<file path="config.mk">
export PLATFORM = sky130hd
export DESIGN_NAME = sm83_alu_seq
export DESIGN_NICKNAME = d
export VERILOG_FILES = /design/src/rtl/sm83_pkg.sv /design/src/rtl/sm83_alu_decode.sv /design/src/rtl/sm83_alu_seq.sv
export SDC_FILE = /design/constraint.sdc
export NUM_CORES = 1
export LEC_CHECK = 0
export BUFFER_PORTS_ARGS = -buffer_cell sky130_fd_sc_hd__buf_4
export CAP_MARGIN = 20
export CORE_AREA = 2 2 55 57
export CTS_CLUSTER_SIZE = 12
export DETAILED_ROUTE_END_ITERATION = 8
export DIE_AREA = 0 0 57 59
export GPL_TIMING_DRIVEN = 0
export PLACE_DENSITY = 0.79
export REMOVE_ABC_BUFFERS = 1
export SYNTH_ARGS = -nofsm -noshare
export SYNTH_HDL_FRONTEND = slang
export SYNTH_HIERARCHICAL = 1
export SYNTH_SLANG_ARGS = --single-unit
</file>
<file path="constraint.sdc">
create_clock -name clk -period 5.6 [get_ports clk]
set_input_delay 0.56 -clock clk [delete_from_list [all_inputs] [get_ports clk]]
set_output_delay 0.56 -clock clk [all_outputs]
set_load 0.005 [all_outputs]
</file>
<file path="src/rtl/sm83_pkg.sv">
// ---------------------------------------------------------------------------
// sm83_pkg
// Shared types for the SM83 core slice: ALU operation codes, 8-bit register
// selects, register write-enable vector, the ALU sequencer state enum, and
// the opcode classes produced by the ALU decoder.
// Helper functions map the 3-bit opcode fields onto register selects and
// ALU operations.
// ---------------------------------------------------------------------------
package sm83_pkg;

    typedef enum logic [3:0] {
        ALU_NOP = 4'd0,
        ALU_ADD = 4'd1,
        ALU_ADC = 4'd2,
        ALU_SUB = 4'd3,
        ALU_SBC = 4'd4,
        ALU_AND = 4'd5,
        ALU_XOR = 4'd6,
        ALU_OR  = 4'd7,
        ALU_CP  = 4'd8,
        ALU_INC = 4'd9,
        ALU_DEC = 4'd10
    } alu_op_t;

    // Encoded exactly like the r8 opcode field; code 6 is the (HL) slot,
    // which is not a register and never reaches the register file.
    typedef enum logic [2:0] {
        GP_B      = 3'd0,
        GP_C      = 3'd1,
        GP_D      = 3'd2,
        GP_E      = 3'd3,
        GP_H      = 3'd4,
        GP_L      = 3'd5,
        GP_HL_IND = 3'd6,
        GP_A      = 3'd7
    } gp_r8_sel_t;

    // gp8 writes the register named by dst_sel; a and f are the accumulator
    // and the flag register.
    typedef struct packed {
        logic a;
        logic f;
        logic gp8;
    } reg_wen_vec_t;

    typedef enum logic [2:0] {
        SEQ_FETCH    = 3'd0,
        SEQ_DECODE   = 3'd1,
        SEQ_READ_IMM = 3'd2,
        SEQ_READ_HL  = 3'd3,
        SEQ_EXEC     = 3'd4,
        SEQ_FAULT    = 3'd5
    } seq_state_t;

    typedef enum logic [2:0] {
        OPC_NOP     = 3'd0,
        OPC_ALU_REG = 3'd1,
        OPC_ALU_HL  = 3'd2,
        OPC_ALU_IMM = 3'd3,
        OPC_INCDEC  = 3'd4,
        OPC_ILLEGAL = 3'd5
    } opc_class_t;

    // Operand source kinds seen by the datapath operand mux.
    localparam logic [1:0] SRC_KIND_GP8 = 2'd0;
    localparam logic [1:0] SRC_KIND_A   = 2'd1;
    localparam logic [1:0] SRC_KIND_MEM = 2'd2;

    function automatic gp_r8_sel_t gp_r8_from_bits(input logic [2:0] code);
        gp_r8_sel_t sel;
        case (code)
            3'd0:    sel = GP_B;
            3'd1:    sel = GP_C;
            3'd2:    sel = GP_D;
            3'd3:    sel = GP_E;
            3'd4:    sel = GP_H;
            3'd5:    sel = GP_L;
            3'd6:    sel = GP_HL_IND;
            default: sel = GP_A;
        endcase
        return sel;
    endfunction

    function automatic alu_op_t alu_op_from_bits(input logic [2:0] code);
        alu_op_t op;
        case (code)
            3'd0:    op = ALU_ADD;
            3'd1:    op = ALU_ADC;
            3'd2:    op = ALU_SUB;
            3'd3:    op = ALU_SBC;
            3'd4:    op = ALU_AND;
            3'd5:    op = ALU_XOR;
            3'd6:    op = ALU_OR;
            default: op = ALU_CP;
        endcase
        return op;
    endfunction

endpackage

</file>
<file path="src/rtl/sm83_alu_decode.sv">
// ---------------------------------------------------------------------------
// sm83_alu_decode
// Combinational classifier for the 8-bit ALU instruction subset.
// Ports:
//   ir       in   opcode
//   op_class out  opcode class (NOP, ALU reg/(HL)/imm, INC/DEC, illegal)
//   alu_op   out  ALU operation for the opcode (ALU_NOP when not an ALU op)
//   src_sel  out  operand source register
//   dst_sel  out  destination register
// ---------------------------------------------------------------------------
module sm83_alu_decode
    import sm83_pkg::*;
(
    input  logic [7:0]  ir,
    output opc_class_t  op_class,
    output alu_op_t     alu_op,
    output gp_r8_sel_t  src_sel,
    output gp_r8_sel_t  dst_sel
);

    // Classify the opcode. ALU ops always target A; INC/DEC read and write
    // the same register. INC/DEC (HL) is a read-modify-write this block does
    // not sequence, so it falls through to the illegal class.
    always_comb begin
        op_class = OPC_ILLEGAL;
        alu_op   = ALU_NOP;
        src_sel  = GP_A;
        dst_sel  = GP_A;

        if (ir == 8'h00) begin
            op_class = OPC_NOP;
        end else if (ir[7:6] == 2'b10) begin
            alu_op   = alu_op_from_bits(ir[5:3]);
            src_sel  = gp_r8_from_bits(ir[2:0]);
            op_class = (ir[2:0] == 3'd6) ? OPC_ALU_HL : OPC_ALU_REG;
        end else if (ir[7:6] == 2'b11 && ir[2:0] == 3'b110) begin
            alu_op   = alu_op_from_bits(ir[5:3]);
            op_class = OPC_ALU_IMM;
        end else if (ir[7:6] == 2'b00 && ir[2:1] == 2'b10 && ir[5:3] != 3'd6) begin
            alu_op   = ir[0] ? ALU_DEC : ALU_INC;
            src_sel  = gp_r8_from_bits(ir[5:3]);
            dst_sel  = gp_r8_from_bits(ir[5:3]);
            op_class = OPC_INCDEC;
        end
    end

endmodule

</file>
<file path="src/rtl/sm83_alu_seq.sv">
// ---------------------------------------------------------------------------
// sm83_alu_seq
// Instruction sequencer for the SM83 8-bit ALU subset: fetches the opcode,
// optionally reads an immediate or (HL) operand, then issues one EXEC cycle
// with ALU operation, operand selects and register write enables.
// Ports:
//   clk, rst             clock, asynchronous active-high reset
//   mem_req/mem_addr     read request and address (held until mem_ack)
//   mem_ack/mem_rdata    one-cycle acknowledge with read data
//   pc, hl, ir           register file values
//   ir_load, pc_inc      one-cycle register file strobes
//   alu_op, src_sel, dst_sel, src_kind, mem_latch, reg_wen
//                        EXEC-cycle datapath controls
//   instr_done           pulse in the last cycle of each instruction
//   fault                high once an unsupported opcode is decoded
// ---------------------------------------------------------------------------
module sm83_alu_seq
    import sm83_pkg::*;
(
    input  logic         clk,
    input  logic         rst,
    output logic         mem_req,
    output logic [15:0]  mem_addr,
    input  logic         mem_ack,
    input  logic [7:0]   mem_rdata,
    input  logic [15:0]  pc,
    input  logic [15:0]  hl,
    input  logic [7:0]   ir,
    output logic         ir_load,
    output logic         pc_inc,
    output alu_op_t      alu_op,
    output gp_r8_sel_t   src_sel,
    output gp_r8_sel_t   dst_sel,
    output logic [1:0]   src_kind,
    output logic [7:0]   mem_latch,
    output reg_wen_vec_t reg_wen,
    output logic         instr_done,
    output logic         fault
);

    seq_state_t state;
    seq_state_t next_state;
    opc_class_t dec_class;
    alu_op_t    dec_op;
    gp_r8_sel_t dec_src;
    gp_r8_sel_t dec_dst;
    logic       req_state;
    logic       accept;
    logic       latch_en;

    sm83_alu_decode u_decode (
        .ir       (ir),
        .op_class (dec_class),
        .alu_op   (dec_op),
        .src_sel  (dec_src),
        .dst_sel  (dec_dst)
    );

    // The reset term makes mem_req drop the moment rst rises, even though the
    // reset state (FETCH) is itself a requesting state. An acknowledge only
    // counts while a request is actually being presented.
    assign req_state = (state == SEQ_FETCH) || (state == SEQ_READ_IMM) ||
                       (state == SEQ_READ_HL);
    assign mem_req   = req_state && !rst;
    assign accept    = mem_req && mem_ack;

    // Selects follow the decoder continuously; they only matter in EXEC,
    // where alu_op and reg_wen qualify them.
    assign src_sel  = dec_src;
    assign dst_sel  = dec_dst;
    assign src_kind = (dec_class == OPC_ALU_HL || dec_class == OPC_ALU_IMM) ? SRC_KIND_MEM :
                      (dec_src == GP_A)                                     ? SRC_KIND_A   :
                                                                              SRC_KIND_GP8;

    // State register and the memory operand latch.
    always_ff @(posedge clk or posedge rst) begin
        if (rst) begin
            state     <= SEQ_FETCH;
            mem_latch <= 8'h00;
        end else begin
            state <= next_state;
            if (latch_en) begin
                mem_latch <= mem_rdata;
            end
        end
    end

    // Next-state and per-state strobes. Only the immediate read advances PC
    // past the opcode; the (HL) read leaves PC alone.
    always_comb begin
        next_state = state;
        mem_addr   = pc;
        ir_load    = 1'b0;
        pc_inc     = 1'b0;
        latch_en   = 1'b0;
        alu_op     = ALU_NOP;
        reg_wen    = '0;
        instr_done = 1'b0;
        fault      = 1'b0;

        case (state)
            SEQ_FETCH: begin
                mem_addr = pc;
                if (accept) begin
                    ir_load    = 1'b1;
                    pc_inc     = 1'b1;
                    next_state = SEQ_DECODE;
                end
            end
            SEQ_DECODE: begin
                case (dec_class)
                    OPC_NOP,
                    OPC_ALU_REG,
                    OPC_INCDEC:  next_state = SEQ_EXEC;
                    OPC_ALU_HL:  next_state = SEQ_READ_HL;
                    OPC_ALU_IMM: next_state = SEQ_READ_IMM;
                    default:     next_state = SEQ_FAULT;
                endcase
            end
            SEQ_READ_IMM: begin
                mem_addr = pc;
                if (accept) begin
                    latch_en   = 1'b1;
                    pc_inc     = 1'b1;
                    next_state = SEQ_EXEC;
                end
            end
            SEQ_READ_HL: begin
                mem_addr = hl;
                if (accept) begin
                    latch_en   = 1'b1;
                    next_state = SEQ_EXEC;
                end
            end
            SEQ_EXEC: begin
                alu_op     = dec_op;
                instr_done = 1'b1;
                next_state = SEQ_FETCH;
                case (dec_class)
                    OPC_ALU_REG,
                    OPC_ALU_HL,
                    OPC_ALU_IMM: begin
                        reg_wen.f = 1'b1;
                        reg_wen.a = (dec_op != ALU_CP);
                    end
                    OPC_INCDEC: begin
                        reg_wen.f   = 1'b1;
                        reg_wen.a   = (dec_dst == GP_A);
                        reg_wen.gp8 = (dec_dst != GP_A);
                    end
                    default: begin
                        reg_wen = '0;
                    end
                endcase
            end
            SEQ_FAULT: begin
                fault      = 1'b1;
                next_state = SEQ_FAULT;
            end
            default: begin
                next_state = SEQ_FAULT;
            end
        endcase
    end

endmodule

</file>
### After elaboration in Yosys (flattened, before gate mapping)

Index checks and enable logic that the tools add are counted.

* flip-flop bits (word level): 11
* bits in latches: 0
* bits in writable memories: 0
* memory bits (read-only): 0
* output and inout bits: 44
* logic and storage cells: 89
* memories kept: 0

* $add $sub $neg: 0
* $mul: 0
* div/mod/pow operators: 0
* magnitude comparators: 0
* equality and inequality tests: 31
* shift operators: 0
* multiplexer cells: 36
* bitwise operators: 0
* reductions and logical operators: 20

Operator list (count)
* 3-bit case mux with 7 select lines: 2
* 3-bit 2-to-1 mux: 12
* 3-bit == test, second input constant: 11
* 4-bit case mux with 7 select lines: 1
* 3-bit by 2-bit == test with 1-bit output, second input constant: 8
* 4-bit 2-to-1 mux: 5
* 16-bit 2-to-1 mux: 1
* 3-bit by 1-bit == test with 1-bit output, second input constant: 4
* 3-bit logical NOT: 4
* 3-bit case mux with 4 select lines: 1
* 1-bit 2-to-1 mux: 9
* 3-bit case mux with 3 select lines: 1
* 8-bit logical NOT: 1
* 2-bit == test, second input constant: 3
* 2-bit 2-to-1 mux: 3
* 3-bit inequality test, second input constant: 2
* 3-bit OR reduction: 2
* 1-bit logical AND: 5
* 4-bit inequality test, second input constant: 1
* 2-bit case mux with 2 select lines: 1
* 2-bit OR reduction: 2
* 1-bit logical OR: 3
* 2-bit logical NOT: 1
* 2-bit by 1-bit inequality test with 1-bit output, second input constant: 1
* 3 further kinds: 3

### Longest topological paths before layout

* word-level depth: 11
* depth in mapped cells: 7
* depth with buffers taken out: 6

### By module

The synthesis kept the hierarchy.

Modules (own cells, without submodules)
* sm83_alu_seq: times used 1, cells each 74, area each 804.5 sq um, seq. area each 275.3 sq um
* sm83_alu_decode: times used 1, cells each 36, area each 251.5 sq um, seq. area each 0.0 sq um

### Worst setup path after synthesis

OpenSTA, ideal clock, no wires.

* path type: in2out
* start: input ir[2]
* end: output reg_wen[2] (netlist bit)
* arrival: 2.215 ns
* data required time: 5.040 ns
* path slack: 2.825 ns
* stages: 7
* path buffers: 1
* cells stage by stage: clkbuf_2 > and4b_1 > nor2_1 > a21boi_1 > or3b_2 > o22a_1 > nor2_1

RTL lines
* from (decl): line sm83_alu_seq.sv:28 `input logic [7:0] ir,`
* to (decl): line sm83_alu_seq.sv:36 `output reg_wen_vec_t reg_wen,`

==> flow_summary.ini <==
[sta]
finalCritPeriodShare_pct = 55.6
clock.fmax_mhz = 321
tns_ns = 0
slew_viol_final = 0
fin_crit_ns = 3.11
setup_ws_ns = 2.49
relSlewSlack_pct = 70.7
hold_violations = 0
rsz0062_at_grt = no
tightest_slew_ns = 0.439
skew_ns = 0.0103
setup_violations = 0

[worst_hold_path]
hold_path.class = in -> async

[cts]
cts_max_path_buffers = 2
clock_sinks = 11
htreeDepth = 1
cts_setup_buffers = 0
cts_resized = 0
clk_pin_slew_worst_paths_ns = 0.08
cts-hold-fix-buffers = 0
cts_tree = built
numCtsBuffers = 3
root_buffer = clkbuf_4
clock_latency_ns = 0.28

[floorplan]
dieHeight_um = 59
rows = 19
fp.dieW_um = 57
coreArea_um2 = 2710
dieArea_um2 = 3360
start_util_pct = 39.0
pin_count = 95

[global_routing]
busiest_layer = met2
antenna_found_initial = 0
grt_overflow_total = 0
met2_usage_pct = 37.4
grt_pass1_wl_mm = 5.24
use_met1_pct = 21.4
gr-usage-met3_pct = 7.21
grt_usage_pct = 19.9
grt_pass1_vias = 1229
grt_max_degree = 17

[outcome]
status = finished, final reports clean

[finish]
fin_util_pct = 66.6
nFillCells = 228
drive_above_1_share_pct = 63.7
final_cell_mix = buf_4 (94), mux2_2 (25), dfrtp_1 (11), nor2_1 (9), and3_1 (5)
final_cells = 235
syn2layout_area_growth_pct = 71.0
fin_nets = 256
antenna_cells = 0
layout_commonest_cell = buf_4

[routing]
drt_iter0_drc = 19
detail_route.wl_per_cell_um = 14.1
drt-total-wl_mm = 3.31
drtPass1Iterations = 4
drt.antenna.violating_nets = 0
vias_per_cell = 5.17
drc_errors = 0
num_vias = 1216

[synthesis]
synth-edff-count = 0
netlist_area_um2 = 1060
synth_warnings = 6
ys.flop_type = dfrtp_1
syn_avg_cell_area_um2 = 9.60
synth_seq_cells = 11
synth_area_leaders = mux2_2 (27%), dfrtp_1 (26%), nor2_1 (3.2%)
async_reset_ff_share_pct = 100
synth_top_area_share_pct = 26.7
yosysSeqAreaShare_pct = 26.1
netlist_instances = 110
yosys.area.top_type = mux2_2
ys_types = 38

[place]
place_hpwl_mm = 2.87
preCtsSetupSlack_ns = 2.50
io_buffers = 94
place.gp.congestion = 0.835
placed_cells = 231

[run]
drv_cap = 0

[critical_path]
arrival_ns = 2.55
end_kind = output port
cp_slowest_cell = or3b_2
start_kind = input port
path_cells = buf_4, and4b_1, nor2_1, a21boi_1, or3b_2, o22a_1, nor2_1, buf_4
critical_path_class = in -> out
crit_fanout = 9
required_ns = 5.04
max_stage_delay_ns = 0.50
reg2reg_depth = 2

[power]
p_total_uw = 314
leakage_uw = 0.000951
powerDensity_nw_per_um2 = 174
irDropWorstVdd_mv = 0.156
==> cells by family after synthesis <==
kind of cell,share of synthesized area (%)
muxes,28.6
AOI/OAI and AO/OA,12.0
DFF,26.1
xor gates and xnor gates,0.830
and+or+nand+nor,29.1
buffers and inverters,3.44
==> path summary, 6_finish.rpt <==
check | from | endpoint | slack (ns)
worst min-delay path | rst | state[0] | 0.29
worst min register to register | mem_latch[3] | mem_latch[3] | 0.52
min in group clk | mem_rdata[5] | mem_latch[5] | 0.51
worst max-delay path | ir[7] | reg_wen[2] | 2.49
max in group asynchronous | rst | mem_latch[1] | 5.00
worst max register to register | state[2] | mem_latch[0] | 4.11
==> metrics by stage <==
step | instance area, um2 | hold WS (ns)
2_1_floorplan | 1030 | 0.412
3_3_place_gp | 1780 | 0.491
3_5_place_dp | 1780 | 0.502
4_1_cts | 1810 | 0.303
5_1_grt | 1810 | 0.325
6_report | 1810 | 0.291
==> power by group <==
| group | switching, uW | leakage [uW] | internal [uW] |
|---|---|---|---|
| sequential | 21.8 | 0.000147 | 90.2 |
| combinational | 61.9 | 0.000789 | 85.3 |
| clock | 27.4 | 0.0000150 | 27.6 |
==> synthesized netlist by cell type (3+ instances only) <==
master / count
a21oi_1: 4
a22oi_1: 3
and3_1: 5
dfrtp_1: 11
inv_1: 4
mux2_2: 25
nand2_1: 4
nand2b_1: 3
nand3_1: 3
nor2_1: 9
nor2b_1: 4
nor3_1: 3
==> critical path: cells and delay by family <==
kind | cells | cell delay (ns)
compound gates | 2 | 0.53
simple gates | 4 | 1.18
buf+inv | 2 | 0.28
==> layer usage <==
layer,vias to the layer above,wire length (um)
met5,-,0
met4,0,32
met3,6,329
met2,60,1750
met1,552,1210
li1,598,-
==> registers in the layout, summed over array words and instances (netlist names) <==
name / cells
mem_latch: 8
state: 3
==> layout make-up <==
type                       instances  area (um2)  share of cell area (%)
multi-input combinational         91         744                    41.2
timing repair buffer              94         706                    39.1
sequential                        11         275                    15.2
tap                               31        38.8                    2.15
clock buffer                       4        26.3                    1.46
inverter                           4        15.0                   0.832
(Power assumes the default switching activity.)
